==> src/rtl/exu_types_pkg.sv <==
// Shared EXU types for the sequential divider: request payload, opcodes,
// divider FSM states and small opcode decode helpers.
package exu_types_pkg;

    localparam int unsigned XLEN      = 32;
    localparam int unsigned DIV_ITERS = 32;
    localparam int unsigned DIV_CNT_W = 6;

    typedef enum logic [2:0] {
        DIV_NONE = 3'd0,
        DIV_DIV  = 3'd1,
        DIV_DIVU = 3'd2,
        DIV_REM  = 3'd3,
        DIV_REMU = 3'd4
    } riscv_div_op_e;

    typedef struct packed {
        logic [XLEN-1:0] dataA;
        logic [XLEN-1:0] dataB;
        riscv_div_op_e   opcode;
    } alu_div_t;

    typedef enum logic [2:0] {
        IDLE  = 3'd0,
        PREP  = 3'd1,
        ITER  = 3'd2,
        FIXUP = 3'd3,
        DONE  = 3'd4
    } div_seq_state_e;

    function automatic logic div_is_signed(riscv_div_op_e op);
        return (op == DIV_DIV) || (op == DIV_REM);
    endfunction

    function automatic logic div_is_quot(riscv_div_op_e op);
        return (op == DIV_DIV) || (op == DIV_DIVU);
    endfunction

    function automatic logic div_is_arith(riscv_div_op_e op);
        return (op == DIV_DIV) || (op == DIV_DIVU) || (op == DIV_REM) || (op == DIV_REMU);
    endfunction

endpackage

==> src/rtl/exu_div_step.sv <==
// One restoring shift-subtract division step on unsigned magnitudes.
module exu_div_step
    import exu_types_pkg::*;
(
    input  logic [XLEN-1:0] rem_i,
    input  logic [XLEN-1:0] quo_i,
    input  logic [XLEN-1:0] dvs_i,
    output logic [XLEN-1:0] rem_o,
    output logic [XLEN-1:0] quo_o
);

    logic [XLEN:0] shl;
    logic [XLEN:0] diff;

    // Bit XLEN of the difference is the borrow: set when the trial subtract fails.
    assign shl   = {rem_i, quo_i[XLEN-1]};
    assign diff  = shl - {1'b0, dvs_i};
    assign quo_o = {quo_i[XLEN-2:0], ~diff[XLEN]};
    assign rem_o = diff[XLEN] ? shl[XLEN-1:0] : diff[XLEN-1:0];

endmodule

==> src/rtl/exu_div_seq.sv <==
// Sequential 32-bit RISC-V divider (DIV/DIVU/REM/REMU), one restoring step per cycle.
// Define EXU_DIV_FASTPATH_EN to resolve divide-by-zero and signed overflow in PREP.
module exu_div_seq
    import exu_types_pkg::*;
(
    input  logic            clk,
    input  logic            rst_n,
    input  logic            flush,
    input  logic            in_valid,
    output logic            in_ready,
    input  alu_div_t        in_req,
    output logic            out_valid,
    input  logic            out_ready,
    output logic [XLEN-1:0] out_result,
    output logic            busy
);

    div_seq_state_e         state_q, state_d;
    riscv_div_op_e          op_q, op_d;
    logic [XLEN-1:0]        a_q, a_d;
    logic [XLEN-1:0]        b_q, b_d;
    logic                   sa_q, sa_d;
    logic                   sb_q, sb_d;
    logic [XLEN-1:0]        quo_q, quo_d;
    logic [XLEN-1:0]        rem_q, rem_d;
    logic [DIV_CNT_W-1:0]   cnt_q, cnt_d;
    logic [XLEN-1:0]        res_q, res_d;
    logic                   in_ready_q, in_ready_d;
    logic                   out_valid_q, out_valid_d;
    logic                   busy_q, busy_d;

    logic [XLEN-1:0]        step_rem;
    logic [XLEN-1:0]        step_quo;
    logic [XLEN-1:0]        quo_fix;
    logic [XLEN-1:0]        rem_fix;

    exu_div_step u_step (
        .rem_i (rem_q),
        .quo_i (quo_q),
        .dvs_i (b_q),
        .rem_o (step_rem),
        .quo_o (step_quo)
    );

    // b_q holds the divisor magnitude after PREP, so a zero test on it still means divide-by-zero.
    assign quo_fix = ((sa_q ^ sb_q) && (b_q != '0)) ? -quo_q : quo_q;
    assign rem_fix = sa_q ? -rem_q : rem_q;

`ifdef EXU_DIV_FASTPATH_EN
    logic ovf_c;
    assign ovf_c = div_is_signed(op_q) && (a_q == 32'h8000_0000) && (b_q == 32'hFFFF_FFFF);
`endif

    always_comb begin
        state_d     = state_q;
        op_d        = op_q;
        a_d         = a_q;
        b_d         = b_q;
        sa_d        = sa_q;
        sb_d        = sb_q;
        quo_d       = quo_q;
        rem_d       = rem_q;
        cnt_d       = cnt_q;
        res_d       = '0;
        in_ready_d  = 1'b0;
        out_valid_d = 1'b0;
        busy_d      = 1'b0;

        unique case (state_q)
            IDLE: begin
                if (in_valid) begin
                    op_d    = in_req.opcode;
                    a_d     = in_req.dataA;
                    b_d     = in_req.dataB;
                    sa_d    = div_is_signed(in_req.opcode) & in_req.dataA[XLEN-1];
                    sb_d    = div_is_signed(in_req.opcode) & in_req.dataB[XLEN-1];
                    state_d = PREP;
                end
            end
            PREP: begin
                quo_d   = sa_q ? -a_q : a_q;
                b_d     = sb_q ? -b_q : b_q;
                rem_d   = '0;
                cnt_d   = DIV_CNT_W'(DIV_ITERS - 1);
                state_d = ITER;
                if (!div_is_arith(op_q)) begin
                    state_d = DONE;
                end
`ifdef EXU_DIV_FASTPATH_EN
                else if (b_q == '0) begin
                    state_d = DONE;
                    res_d   = div_is_quot(op_q) ? '1 : a_q;
                end else if (ovf_c) begin
                    state_d = DONE;
                    res_d   = div_is_quot(op_q) ? 32'h8000_0000 : '0;
                end
`endif
            end
            ITER: begin
                quo_d = step_quo;
                rem_d = step_rem;
                if (cnt_q == '0) begin
                    state_d = FIXUP;
                end else begin
                    cnt_d = cnt_q - DIV_CNT_W'(1);
                end
            end
            FIXUP: begin
                state_d = DONE;
                res_d   = div_is_quot(op_q) ? quo_fix : rem_fix;
            end
            DONE: begin
                res_d = res_q;
                if (out_ready) begin
                    state_d = IDLE;
                    res_d   = '0;
                end
            end
            default: state_d = IDLE;
        endcase

        // Kill wins over every transition, including a same-cycle handshake.
        if (flush) begin
            state_d = IDLE;
            res_d   = '0;
        end

        in_ready_d  = (state_d == IDLE);
        out_valid_d = (state_d == DONE);
        busy_d      = (state_d != IDLE);
    end

    always_ff @(posedge clk) begin
        if (!rst_n) begin
            state_q     <= IDLE;
            op_q        <= DIV_NONE;
            a_q         <= '0;
            b_q         <= '0;
            sa_q        <= 1'b0;
            sb_q        <= 1'b0;
            quo_q       <= '0;
            rem_q       <= '0;
            cnt_q       <= '0;
            res_q       <= '0;
            in_ready_q  <= 1'b1;
            out_valid_q <= 1'b0;
            busy_q      <= 1'b0;
        end else begin
            state_q     <= state_d;
            op_q        <= op_d;
            a_q         <= a_d;
            b_q         <= b_d;
            sa_q        <= sa_d;
            sb_q        <= sb_d;
            quo_q       <= quo_d;
            rem_q       <= rem_d;
            cnt_q       <= cnt_d;
            res_q       <= res_d;
            in_ready_q  <= in_ready_d;
            out_valid_q <= out_valid_d;
            busy_q      <= busy_d;
        end
    end

    assign in_ready   = in_ready_q;
    assign out_valid  = out_valid_q;
    assign out_result = res_q;
    assign busy       = busy_q;

endmodule

==> config.mk <==
export PLATFORM = sky130hd
export DESIGN_NAME = exu_div_seq
export DESIGN_NICKNAME = d
export VERILOG_FILES = /design/src/rtl/exu_types_pkg.sv /design/src/rtl/exu_div_step.sv /design/src/rtl/exu_div_seq.sv
export SDC_FILE = /design/constraint.sdc
export NUM_CORES = 1
export LEC_CHECK = 0
export ABC_AREA = 1
export CORE_UTILIZATION = 45
export CTS_CLUSTER_SIZE = 14
export DETAILED_ROUTE_END_ITERATION = 12
export GPL_TIMING_DRIVEN = 1
export PLACE_DENSITY = 0.67
export SYNTH_ARGS = -nofsm -noshare
export SYNTH_HDL_FRONTEND = slang
export SYNTH_SLANG_ARGS = --single-unit
==> constraint.sdc <==
create_clock -name clk -period 2.2 [get_ports clk]
set_input_delay 0.44 -clock clk [delete_from_list [all_inputs] [get_ports clk]]
set_output_delay 0.44 -clock clk [all_outputs]
set_load 0.01 [all_outputs]
[After elaboration in Yosys (flattened, before gate mapping)]
Cells that the tools add are included.
Storage, ports and cells
  memories kept: 0
  input port bits: 72
  output and inout bits: 35
  flip-flop bits (word level): 177
  memory bits (writable): 0
  latch bits: 0
  memory bits (read-only): 0
Operators by class
  shift-type cells: 0
  reduce and logical (&&, ||, !) cells: 16
  multiplexer cells: 20
  multiply operators: 0
  divide/modulo/power cells: 0
  eq/ne operators: 15
  bitwise logic cells: 5
  order comparisons: 0
  add/subtract/negate cells: 6
Operators with widths (count)
  $mux 32: 8
  $pmux 32 s2: 4
  $neg 32->32: 4
  $sub 33x32->33: 1
  $reduce_bool 32->1: 1
  $eq 3x2->1 const B: 5
  $mux 3: 5
  $pmux 3 s5: 1
  $pmux 6 s2: 1
  $eq 3x1->1 const B: 3
  $eq 3x3->1 const B: 3
  $ne 2x2->1 const B: 4
  $logic_not 3->1: 2
  $logic_not 6->1: 1
  $mux 6: 1
  $sub 6x1->6 const B: 1
  $logic_or 1x1->1: 4
  $reduce_and 2->1: 2
  $reduce_bool 2->1: 2
  $reduce_and 3->1: 1
  $reduce_bool 3->1: 1
  $and 1x1->1: 2
  $not 1->1: 2
  $reduce_or 2->1: 1
  other kinds (2): 2

[Logic depth before layout (Yosys ltp)]
Gate-level depths: netlist (run 1).
  word-level depth: 8
  mapped depth: 18
  mapped depth without buffers: 17

[Cells and area by module]
Synthesis (run 1) repeated with hierarchy kept, for this count alone.
Second synthesis, totals
  cell total of the unflattened synthesis: 2497
  area, all modules: 14228.6 um^2
Modules (own cells, without submodules)
  exu_div_seq: area each 10845.4 um^2, sequential area each 3543.4 um^2, instances 1, cells an instance 1786
  exu_div_step: area each 3383.2 um^2, sequential area each 0.0 um^2, instances 1, cells an instance 711

[Worst setup path before layout (run 1)]
OpenSTA, ideal clock, no wires.
  kind: reg2reg
  from: reg quo_q[31]
  to: reg rem_q[10]
  path buffers: 1
  setup time: 132 ps
  slack: -116 ps
  arrival: 2183 ps
  period minus slack after synthesis: 2316 ps
  cell stages (with the launch flop): 19
  path through: dfxtp_1 -> inv_1 -> ha_1 -> fa_1 -> inv_1 -> nand2_1 -> nand2_1 -> nand3_1 -> nand2_1 -> nand2_1 -> nand2_1 -> nand2_1 -> nand2_1 -> nand2_2 -> nand2_2 -> buf_6 -> nand2_1 -> nand3_1 -> a21oi_1
Between the ends
  word-level cells in the longest chain between the ends: 3
Ends and longest elaborated chain
  from (decl): RTL line exu_div_seq.sv:24  | logic [XLEN-1:0] quo_q, quo_d;
  from (signal assigned): RTL line exu_div_seq.sv:155  | quo_q <= quo_d;
  $sub 33x32->33: RTL line exu_div_step.sv:17  | assign diff = shl - {1'b0, dvs_i};
  $mux 32: RTL line exu_div_step.sv:19  | assign rem_o = diff[XLEN] ? shl[XLEN-1:0] : diff[XLEN-1:0];
  $pmux 32 s2: RTL line exu_div_seq.sv:69  | unique case (state_q)
  to (signal assigned): RTL line exu_div_seq.sv:156  | rem_q <= rem_d;
  to (decl): RTL line exu_div_seq.sv:25  | logic [XLEN-1:0] rem_q, rem_d;
No other way between the ends.
A chain may end at the register's enable or synchronous reset.

[Worst setup path in the final report (run 1)]
  from: reg quo_q[31]
  to: reg rem_q[25]
The elaborated chain is that of the path after synthesis.

==> results of run 1 <==
-- stage by stage --
stage	total power [mW]	setup WS, ns	util, %	instances
6_report	9.71	-0.122	61.6	2968
5_1_grt	10.2	-0.266	61.6	2968
4_1_cts	9.55	-0.0358	59.7	2959
3_5_place_dp	6.22	-0.168	55.9	2916
3_3_place_gp	6.20	-0.100	55.9	2916
2_1_floorplan	5.15	0.00389	-	2319
-- power by group through the flow --
stage	registers (mW)	logic, mW	clock network [mW]
finish	3.45	2.96	3.30
global route	3.47	3.26	3.46
CTS	3.44	2.76	3.34
detailed placement	3.51	2.70	0
global placement	3.51	2.69	0
floorplan	3.50	1.64	0
-- metal layers --
metal	global-route usage (%)	up-vias	wire length, um
met1	47.6	7520	23700
met4	8.51	0	1040
met5	0	-	0
li1	-	8100	-
met3	4.55	59	3770
met2	49.8	686	21700
-- cells in the mapped netlist, types with 2 or more instances --
cell type  count  area [um^2]
nand2_1      684         2570
inv_1        288         1080
nand3_1      278         1390
nor2_1       220          826
a21oi_1      180          901
dfxtp_1      177         3540
o21ai_0      135          676
clkbuf_1      62          233
ha_1          38          475
nand4_1       35          219
a31oi_1       33          206
nor3_1        28          140
xor2_1        22          193
o211ai_1      17          128
o22ai_1       14         87.6
buf_2         13         65.1
nand3b_1      12         90.1
xnor2_1       12          105
buf_6          6         67.6
inv_2          6         22.5
o21a_1         6         45.0
buf_1          5         18.8
nor4_1         5         31.3
o21bai_1       5         37.5
a211oi_1       4         30.0
o31ai_1        4         30.0
or2_2          4         25.0
and3_1         3         18.8
nand3_2        3         30.0
nor2_2         3         18.8
o21ai_2        3         26.3
and2_1         2         12.5
nand2_2        2         12.5
o221ai_1       2         17.5
-- cell usage in the layout, fill, tap and decap left out, types with 18 or more instances in the layout --
cell             Yosys  layout
a21oi_1            180     162
nand2_1            684     660
ha_4                 0      19
nand2_2              2      22
nor2_1             220     203
clkdlybuf4s50_1      0     106
inv_2                6      25
inv_1              288     269
dfxtp_1            177     172
xor2_1              22      22
nand3_1            278     242
nand4_1             35      35
clkbuf_16            0      18
o21ai_0            135     129
nand3_2              3      36
a31oi_1             33      33
a21oi_2              0      18
nor3_1              28      24
buf_4                0     189
-- registers in the layout (all words and copies together) (netlist names) --
register,cells
a_q,32
b_q,32
out_result,32
quo_q,32
rem_q,32
cnt_q,6
op_q,3
state_q,3
busy,1
in_ready,1
out_valid,1
sa_q,1
sb_q,1
-- cell type report --
class	count	area, um^2
sequential	177	3550
timing repair buffer	317	2930
clock inverter	14	185
inverter	294	1100
fill	2828	11200
tap	384	480
multi-input combinational	1764	9230
clock buffer	18	439
-- path summary, 6_finish.rpt --
kind,from,to,depth (start not counted)
setup / recovery,quo_q[31]$_SDFFE_PN0P_,rem_q[25]$_SDFFE_PN0P_,17
hold / removal,out_result[16]$_SDFFE_PP0P_,out_result[16]$_SDFFE_PP0P_,2
hold reg to reg,out_result[16]$_SDFFE_PP0P_,out_result[16]$_SDFFE_PP0P_,2
setup reg to reg,quo_q[31]$_SDFFE_PN0P_,rem_q[25]$_SDFFE_PN0P_,17
-- what timing repair did --
item / in CTS / in global routing
buffers inserted: 6 / 7
gates cloned: 5 / 2
pin swaps: 27 / 22
endpoints found under the setup margin: 36 / 82
resized for setup: 63 / 112
-- cell families (layout without fill, tap and decap cells) --
logic type / Yosys count / in the layout / synth area share, %
buffers and inverters: 380 / 643 / 11.0
AO/OA/AOI/OAI: 407 / 407 / 16.5
AND/OR/NAND/NOR: 1282 / 1284 / 40.2
flip-flops: 177 / 177 / 26.3
adder cells (fa/ha/maj): 39 / 39 / 3.68
XOR/XNOR: 34 / 34 / 2.21
-- critical path, delay by kind of cell (launching register included) --
family	cells	cell delay (ns)
DFF	1	0.34
buffers and inverters	3	0.33
and+or+nand+nor	11	0.87
adders and majority gates	2	0.52
AOI/OAI and AO/OA	1	0.17
==> results.toml, run 1 <==
[power_and_ir_drop]
p_seq_share_pct = 35.5
p_clk_share_pct = 34.0
p_leak_nw = 8.34
swShare_pct = 35.4
p_comb_share_pct = 30.5
p_per_area_nw_per_um2 = 542
p_sw_mw = 3.44
p_int_mw = 6.27
irDropWorstVdd_mv = 0.550

[clocking]
cts_buffer_depth = 2
hold_buffers = 0
cts_tree = "yes"
h-tree-depth = 4
cts.clk_slew.worst_paths_ns = 0.08
clock-sinks = 177
clock_latency_ns = 0.46
cts-buffers-inserted = 17
root_buffer = "clkbuf_16"

[critical_path]
crit_chain = "inv_2, ha_4, fa_2, inv_2, nand2_2, nand2_2, nand3_2, nand2_2, nand2_2, nand2_2, nand2_4, nand2_4, nand2_8, buf_12, nand3_2, nand3_2, a21oi_2"
cp.required_ns = 2.58
slowest_delay_ns = 0.36
worstSetupEndpointType = "flop"
crit_fanout = 7
cp_common_cell = "nand2_2"
critPathLaunchType = "flop"
arrival_ns = 2.70
slowest_stage = "fa_2"
reg2reg_setup_slack_ns = -0.12
worst-setup-path-type = "flop to flop"

[synthesis]
ys_ff_latch = 177
ys_seq_area_share_pct = 26.3
synth_edf_count = 0
syn_inst = 2319
synth.distinct_cells = 42
syn-cell-area_um2 = 13500
dominantRegCellSynth = "dfxtp_1"
async_flop_share_pct = 0
avgSynthCellArea_um2 = 5.81
syn-num-nets = 2430
yosysWarnings = 0

[final_layout]
drive_above_1_share_pct = 16.2
area_growth_pct = 33.0
nets = 2682
n_antenna_cell = 0
stdcell_area_um2 = 17900

[run]
maxCapViolCount = 0

[placement]
gp_congestion = 1.02
hpwlAfterDp_mm = 38.2
placed_cell_area_um2 = 16200
portBuffers = 106

[global_routing]
grt_pass1_vias = 14800
grt_pass1_wl_mm = 78.7
grt_max_degree = 64
grt-ovfl-total = 0
grt_use_total_pct = 32.6
antenna_found_initial = 0

[sta]
period_needed_ns = 2.32
tns_ns = -2.37
hold_viol = 0
setup_viol = 32
max_clock_freq_mhz = 431
relSlewSlack_pct = 40.6
slew_violations = 0
holdWs_ns = 0.465
setup_slack_ns = -0.122
worst_slew_pin_slew_ns = 0.890
skew_ns = 0.0134
timing.final.crit_share_pct = 106
rsz0062_at_grt = "yes"

[routing]
postRouteAntennaNets = 0
viasPerCell = 5.51
drt-total-wl_mm = 50.3
vias = 16400
first_iter_violations = 1545
firstDrtPassIters = 6
drc = 0
routedWlPerCell_um = 16.9

[floorplan]
pin_count = 107
die_w_um = 175
fp.dieArea_um2 = 30600
core_um2 = 29100
die_h_um = 175
core.rowCount = 62
initial_core_util_pct = 46.3

[worst_hold_path]
hold_path.class = "flop to flop"

[status]
violations = "setup timing"
outcome = "finished with violations"
Power figures use the tool's default switching activity.
==> inputs of run 2 (changes only) <==
--- a/config.mk
+++ b/config.mk
@@ -6,6 +6,7 @@
 export NUM_CORES = 1
 export LEC_CHECK = 0
 export ABC_AREA = 1
+export CORE_MARGIN = 2
 export CORE_UTILIZATION = 45
 export CTS_CLUSTER_SIZE = 14
 export DETAILED_ROUTE_END_ITERATION = 12
==> run 2 against run 1 <==
  * The run still ends with setup timing left
  * Routed wire length is 1.5% higher
  * Critical endpoint is now rem_q[3]$_SDFFE_PN0P_
  * Via count decreased by 0.42%
  * Sequential cell count stayed put
  * Fmax fell by 2.1%
  * Combinational power down 2%
  * Die area grew 2.3%
  * Final cell count fell by 0.10%
  * Clock skew up 0.0024 ns
==> results.toml, run 2 (synthesis results as in run 1) <==
[sta]
holdWs_ns = 0.465
period_needed_ns = 2.37
slew_violations = 0
worst_slew_pin_slew_ns = 0.822
setup_slack_ns = -0.172
timing.final.crit_share_pct = 108
relSlewSlack_pct = 44.7
hold_viol = 0
max_clock_freq_mhz = 422
setup_viol = 32
skew_ns = 0.0158
rsz0062_at_grt = "yes"

[routing]
firstDrtPassIters = 7
drt-total-wl_mm = 51.1
viasPerCell = 5.50
postRouteAntennaNets = 0
drc = 0
first_iter_violations = 1684
routedWlPerCell_um = 17.2
vias = 16300

[clocking]
clock-sinks = 177
hold_buffers = 0
cts-buffers-inserted = 17
h-tree-depth = 4
root_buffer = "clkbuf_16"
cts_tree = "yes"
cts_buffer_depth = 2
clock_latency_ns = 0.46
cts.clk_slew.worst_paths_ns = 0.08

[final_layout]
drive_above_1_share_pct = 13.9
final_common_cell = "nand2_1"
mostFrequentLayoutCells = "666 x nand2_1, 277 x inv_1, 258 x nand3_1"
area_growth_pct = 30.0
instances_no_fill = 2965
final_core_util_pct = 59.2
nets = 2673
n_antenna_cell = 0

[global_routing]
grt_pass1_wl_mm = 79.5
antenna_found_initial = 1
grt_use_total_pct = 32.4
grt-ovfl-total = 0
grt_pass1_vias = 14700
grt_max_degree = 73

[critical_path]
crit_start = "quo_q[31]$_SDFFE_PN0P_"
arrival_ns = 2.76
worstSetupEndpointType = "flop"
crit_end = "rem_q[3]$_SDFFE_PN0P_"
critPathLaunchType = "flop"
reg2reg_setup_slack_ns = -0.17
rr_endpoint = "rem_q[3]$_SDFFE_PN0P_"
cp.required_ns = 2.59
crit_fanout = 4
worst-setup-path-type = "flop to flop"
reg2reg_depth = 18
r2r-start = "quo_q[31]$_SDFFE_PN0P_"

[worst_hold_path]
hold_path.class = "flop to flop"

[run]
maxCapViolCount = 0

[floorplan]
die_w_um = 177
core.rowCount = 63
die_h_um = 177
initial_core_util_pct = 45.6
core_um2 = 29600
fp.dieArea_um2 = 31300
pin_count = 107

[placement]
hpwlAfterDp_mm = 39.3
portBuffers = 106
gp_congestion = 0.968
dp.cells = 2920
dp_worst_setup_slack_ns = -0.205

[status]
violations = "setup timing"
outcome = "finished with violations"

[power_and_ir_drop]
p_leak_nw = 8.13
irDropWorstVdd_mv = 0.529
p_per_area_nw_per_um2 = 540
## run 2: changes by cell type in the layout (fill, tap and decap cells not counted), sizes merged
cell	delta
bufinv	-1
clkinv	-1
buf	-8
bufbuf	-1
inv	-1
clkinvlp	+2
clkbuf	+1
## run 2: through the flow
step	area [um^2]	setup TNS, ns	power (mW)
2_1_floorplan	13500	0	5.15
3_3_place_gp	16200	-3.63	6.23
3_5_place_dp	16200	-5.02	6.24
4_1_cts	17200	-1.00	9.38
5_1_grt	17500	-6.45	9.95
6_report	17500	-3.00	9.46
## run 2: cell type report
cell class              count  area (um^2)
well taps                 390          488
clock buffers              19          433
repair buffers            308         2810
clock inverters            13          143
flip-flops and latches    177         3550
inverters                 294         1110
fillers                  2926        12000
multi-input cells        1764         8990
## run 2: where the power goes
group | switching, mW | internal (mW)
Combinational | 1.78 | 1.12
Sequential | 0.107 | 3.34
Clock | 1.51 | 1.61
## run 2: critical path: stages, from the launching register on
cell and delay [ns]:
dfxtp_2 0.34, inv_2 0.05, ha_4 0.16, fa_2 0.39, inv_2 0.07, nand2_2 0.05
nand2_2 0.08, nand3_2 0.08, nand2_2 0.09, nand2_2 0.05, nand2_2 0.09, nand2_4 0.08
nand2_4 0.10, nand2_8 0.09, buf_12 0.16, clkbuf_16 0.15, nand3_2 0.06, nand3_2 0.07
a21oi_1 0.15
## run 2: worst min path at each step
stage / from / end / slack, ns / cells past startpoint
2_1_floorplan: cnt_q[0]$_SDFFE_PN0P_ / cnt_q[0]$_SDFFE_PN0P_ / 0.45 / 2
3_3_place_gp: out_result[9]$_SDFFE_PP0P_ / out_result[9]$_SDFFE_PP0P_ / 0.45 / 2
3_5_place_dp: out_result[15]$_SDFFE_PP0P_ / out_result[15]$_SDFFE_PP0P_ / 0.45 / 2
4_1_cts: out_result[15]$_SDFFE_PP0P_ / out_result[15]$_SDFFE_PP0P_ / 0.47 / 2
5_1_grt: out_result[22]$_SDFFE_PP0P_ / out_result[22]$_SDFFE_PP0P_ / 0.48 / 2
6_report: out_result[1]$_SDFFE_PP0P_ / out_result[1]$_SDFFE_PP0P_ / 0.46 / 2
## run 2: what timing repair did
item | 4_1_cts | 5_1_grt
gates cloned | 3 | 1
pin swaps | 9 | 23
resized for setup | 41 | 69
endpoints found under the hold margin | 0 | 0
buffers inserted | 7 | 2
setup endpoints to repair | 34 | 71
## run 2: per-layer routing
layer | track usage (%) | wire length, um | up-vias
met4 | 8.61 | 1230 | 2
met5 | 0 | 13 | -
met2 | 49.2 | 21700 | 679
met3 | 4.75 | 3880 | 78
li1 | - | - | 8099
met1 | 47.6 | 24200 | 7439
==> inputs of run 3 (changes only) <==
--- a/config.mk
+++ b/config.mk
@@ -5,13 +5,12 @@
 export SDC_FILE = /design/constraint.sdc
 export NUM_CORES = 1
 export LEC_CHECK = 0
-export ABC_AREA = 1
 export CORE_MARGIN = 2
 export CORE_UTILIZATION = 45
 export CTS_CLUSTER_SIZE = 14
 export DETAILED_ROUTE_END_ITERATION = 12
 export GPL_TIMING_DRIVEN = 1
-export PLACE_DENSITY = 0.67
+export PLACE_DENSITY = 0.65
 export SYNTH_ARGS = -nofsm -noshare
 export SYNTH_HDL_FRONTEND = slang
 export SYNTH_SLANG_ARGS = --single-unit
==> constraint.sdc (replaced) <==
create_clock -name clk -period 3 [get_ports clk]
set_input_delay 0.6 -clock clk [delete_from_list [all_inputs] [get_ports clk]]
set_output_delay 0.6 -clock clk [all_outputs]
set_load 0.01 [all_outputs]
==> run 3 against run 2 <==
  * The run still ends with setup timing left
  * Clock skew increased by 0.0031 ns
  * Synthesized area decreased by 16%
  * Combinational power decreased by 58%
  * Sequential power decreased by 27%
  * First-iteration DRC count decreased by 42%
  * Hold slack improved by 0.0049 ns
  * Die area decreased by 16%
  * Core utilization increased by 0.29 points
  * Critical endpoint is now out_result[29]$_SDFFE_PP0P_
  * Highest routed layer is now met4
==> results.toml, run 3 <==
[status]
outcome = "finished with violations"
violations = "setup timing"

[clocking]
cts_tree = "yes"
clock_latency_ns = 0.45
h-tree-depth = 4
cts.clk_slew.worst_paths_ns = 0.08
cts-buffers-inserted = 17
cts_buffer_depth = 2
root_buffer = "clkbuf_16"
hold_buffers = 0
clock-sinks = 177

[synthesis]
synth_top_family_by_area = "compound AO/OA/AOI/OAI gates"
synth_top_area_share_pct = 31.4
dominantRegCellSynth = "dfxtp_1"
synth_edf_count = 0
yosysWarnings = 0
synth_compound_area_share_pct = 26.2
ys_seq_area_share_pct = 31.4
muxShareOfSynthArea_pct = 1.08
syn-num-nets = 1606
synthTopCellsByCount = "249 x nand2_1, 177 x dfxtp_1, 165 x a21oi_1"
yosys.area.top_type = "dfxtp_1"
syn_inst = 1495
synth.distinct_cells = 73
synth-simple-area-share_pct = 22.4
avgSynthCellArea_um2 = 7.54
async_flop_share_pct = 0
ys_ff_latch = 177
synthAdderAreaFrac_pct = 4.40
yosys-top-cells-area = "dfxtp_1 31%, nand2_1 8.3%, a21oi_1 7.3%"
yosysMostFrequentCell = "nand2_1"
syn-cell-area_um2 = 11300
synthXorXnorAreaFrac_pct = 9.64

[final_layout]
final_common_cell = "nand2_1"
mostFrequentLayoutCells = "247 x nand2_1, 167 x dfxtp_1, 153 x a21oi_1"
nets = 1774
final.fill_count = 2292
regArea_um2 = 3560
instances_no_fill = 2000
drive_above_1_share_pct = 16.2
area_growth_pct = 29.2
n_antenna_cell = 0
final_core_util_pct = 59.5
multi_input_area_um2 = 7590

[sta]
setup_slack_ns = -0.0562
holdWs_ns = 0.469
max_clock_freq_mhz = 327
relSlewSlack_pct = 45.7
timing.final.crit_share_pct = 102
worst_slew_pin_slew_ns = 0.814
rsz0062_at_grt = "yes"
skew_ns = 0.0189
tns_ns = -0.313
slew_violations = 0
period_needed_ns = 3.06
hold_viol = 0
setup_viol = 11

[run]
maxCapViolCount = 0

[routing]
viasPerCell = 5.82
routedWlPerCell_um = 18.0
first_iter_violations = 983
drt-total-wl_mm = 35.9
postRouteAntennaNets = 0
drc = 0
firstDrtPassIters = 6
vias = 11600

[floorplan]
die_h_um = 162
core.rowCount = 57
pin_count = 107
die_w_um = 162
initial_core_util_pct = 46.1
fp.dieArea_um2 = 26300
core_um2 = 24500

[global_routing]
grt_use_total_pct = 26.6
grt_max_degree = 84
grt_pass1_wl_mm = 56.1
grt-ovfl-total = 0
grt_pass1_vias = 10500
antenna_found_initial = 0

[power_and_ir_drop]
p_per_area_nw_per_um2 = 425
irDropWorstVdd_mv = 0.351
p_leak_nw = 5.57
totalPowerFinal_mw = 6.19

[critical_path]
crit_family = "simple AND/OR/NAND/NOR gates"
arrival_ns = 3.33
slowest_delay_ns = 0.54
cp.required_ns = 3.27
slowest_stage = "or4_4"
worst-setup-path-type = "flop to flop"
cp_common_cell = "or4_4"
crit_chain = "or2_1, or4_4, or3_4, or4_4, o41a_4, o31ai_2, xor2_1, o221ai_1"
cp_num_buf_inv = 0
critPathLaunchType = "flop"
worstSetupEndpointType = "flop"
crit_fanout = 17

[placement]
hpwlAfterDp_mm = 26.7
portBuffers = 106
dp.cells = 1960
gp_congestion = 0.910

[worst_hold_path]
hold_path.class = "flop to flop"
==> run 3: final cells by class <==
cell class,instances,share of cell area (%)
Tap cell,324,2.78
Clock inverter,15,1.47
Clock buffer,17,2.92
Sequential cell,177,24.4
Inverter,50,1.29
Timing Repair Buffer,242,15.0
Multi-Input combinational cell,1175,52.1
==> run 3: where the power goes <==
group | internal [mW] | switching (mW)
registers | 2.43 | 0.0913
clock network | 1.30 | 1.15
logic | 0.543 | 0.680
total | 4.27 | 1.92
==> run 3: what timing repair did <==
item,4_1_cts,5_1_grt
setup endpoints to repair,43,63
buffers inserted,6,2
pin swaps,2,35
gates cloned,1,0
gates resized for setup,12,82
==> run 3: path summary, 6_finish.rpt <==
check / depth (start not counted) / endpoint / from / slack, ns
setup reg to reg: 8 / out_result[29]$_SDFFE_PP0P_ / b_q[10]$_SDFFE_PN0P_ / -0.06
hold / removal: 2 / a_q[31]$_SDFFE_PN0P_ / a_q[31]$_SDFFE_PN0P_ / 0.47
setup / recovery: 8 / out_result[29]$_SDFFE_PP0P_ / b_q[10]$_SDFFE_PN0P_ / -0.06
hold reg to reg: 2 / a_q[31]$_SDFFE_PN0P_ / a_q[31]$_SDFFE_PN0P_ / 0.47
==> run 3: worst reg2reg max path, stage by stage, from the launching register on <==
cell and delay (ns):
dfxtp_2 0.32, or2_1 0.23, or4_4 0.42, or3_4 0.34
or4_4 0.54, o41a_4 0.50, o31ai_2 0.14, xor2_1 0.24
o221ai_1 0.15
==> run 3: logic make-up (layout without fill, tap and decap cells) <==
group	after synthesis	in the layout
AO/OA/AOI/OAI	456	456
XOR/XNOR	124	124
adder cells (fa/ha/maj)	39	39
buffers and inverters	143	324
flip-flops	177	177
multiplexers	12	12
AND/OR/NAND/NOR	544	544
==> run 3: through the flow <==
step                      setup slack [ns]  area, um^2
after global routing                -0.128       14600
final                              -0.0562       14600
after floorplan                    0.00833       11300
after global placement             -0.0303       13400
after CTS                          -0.0623       14200
after detailed placement            -0.162       13400
==> run 3: per-layer routing <==
layer | GRT usage, % | routed length [um] | up-vias | part of all wire, %
met5 | 0 | 0 | - | 0
met4 | 8.00 | 759 | 0 | 2.1
met3 | 3.32 | 1830 | 50 | 5.1
met2 | 39.2 | 15700 | 367 | 44
met1 | 40.3 | 17600 | 5487 | 49
li1 | - | - | 5735 | -
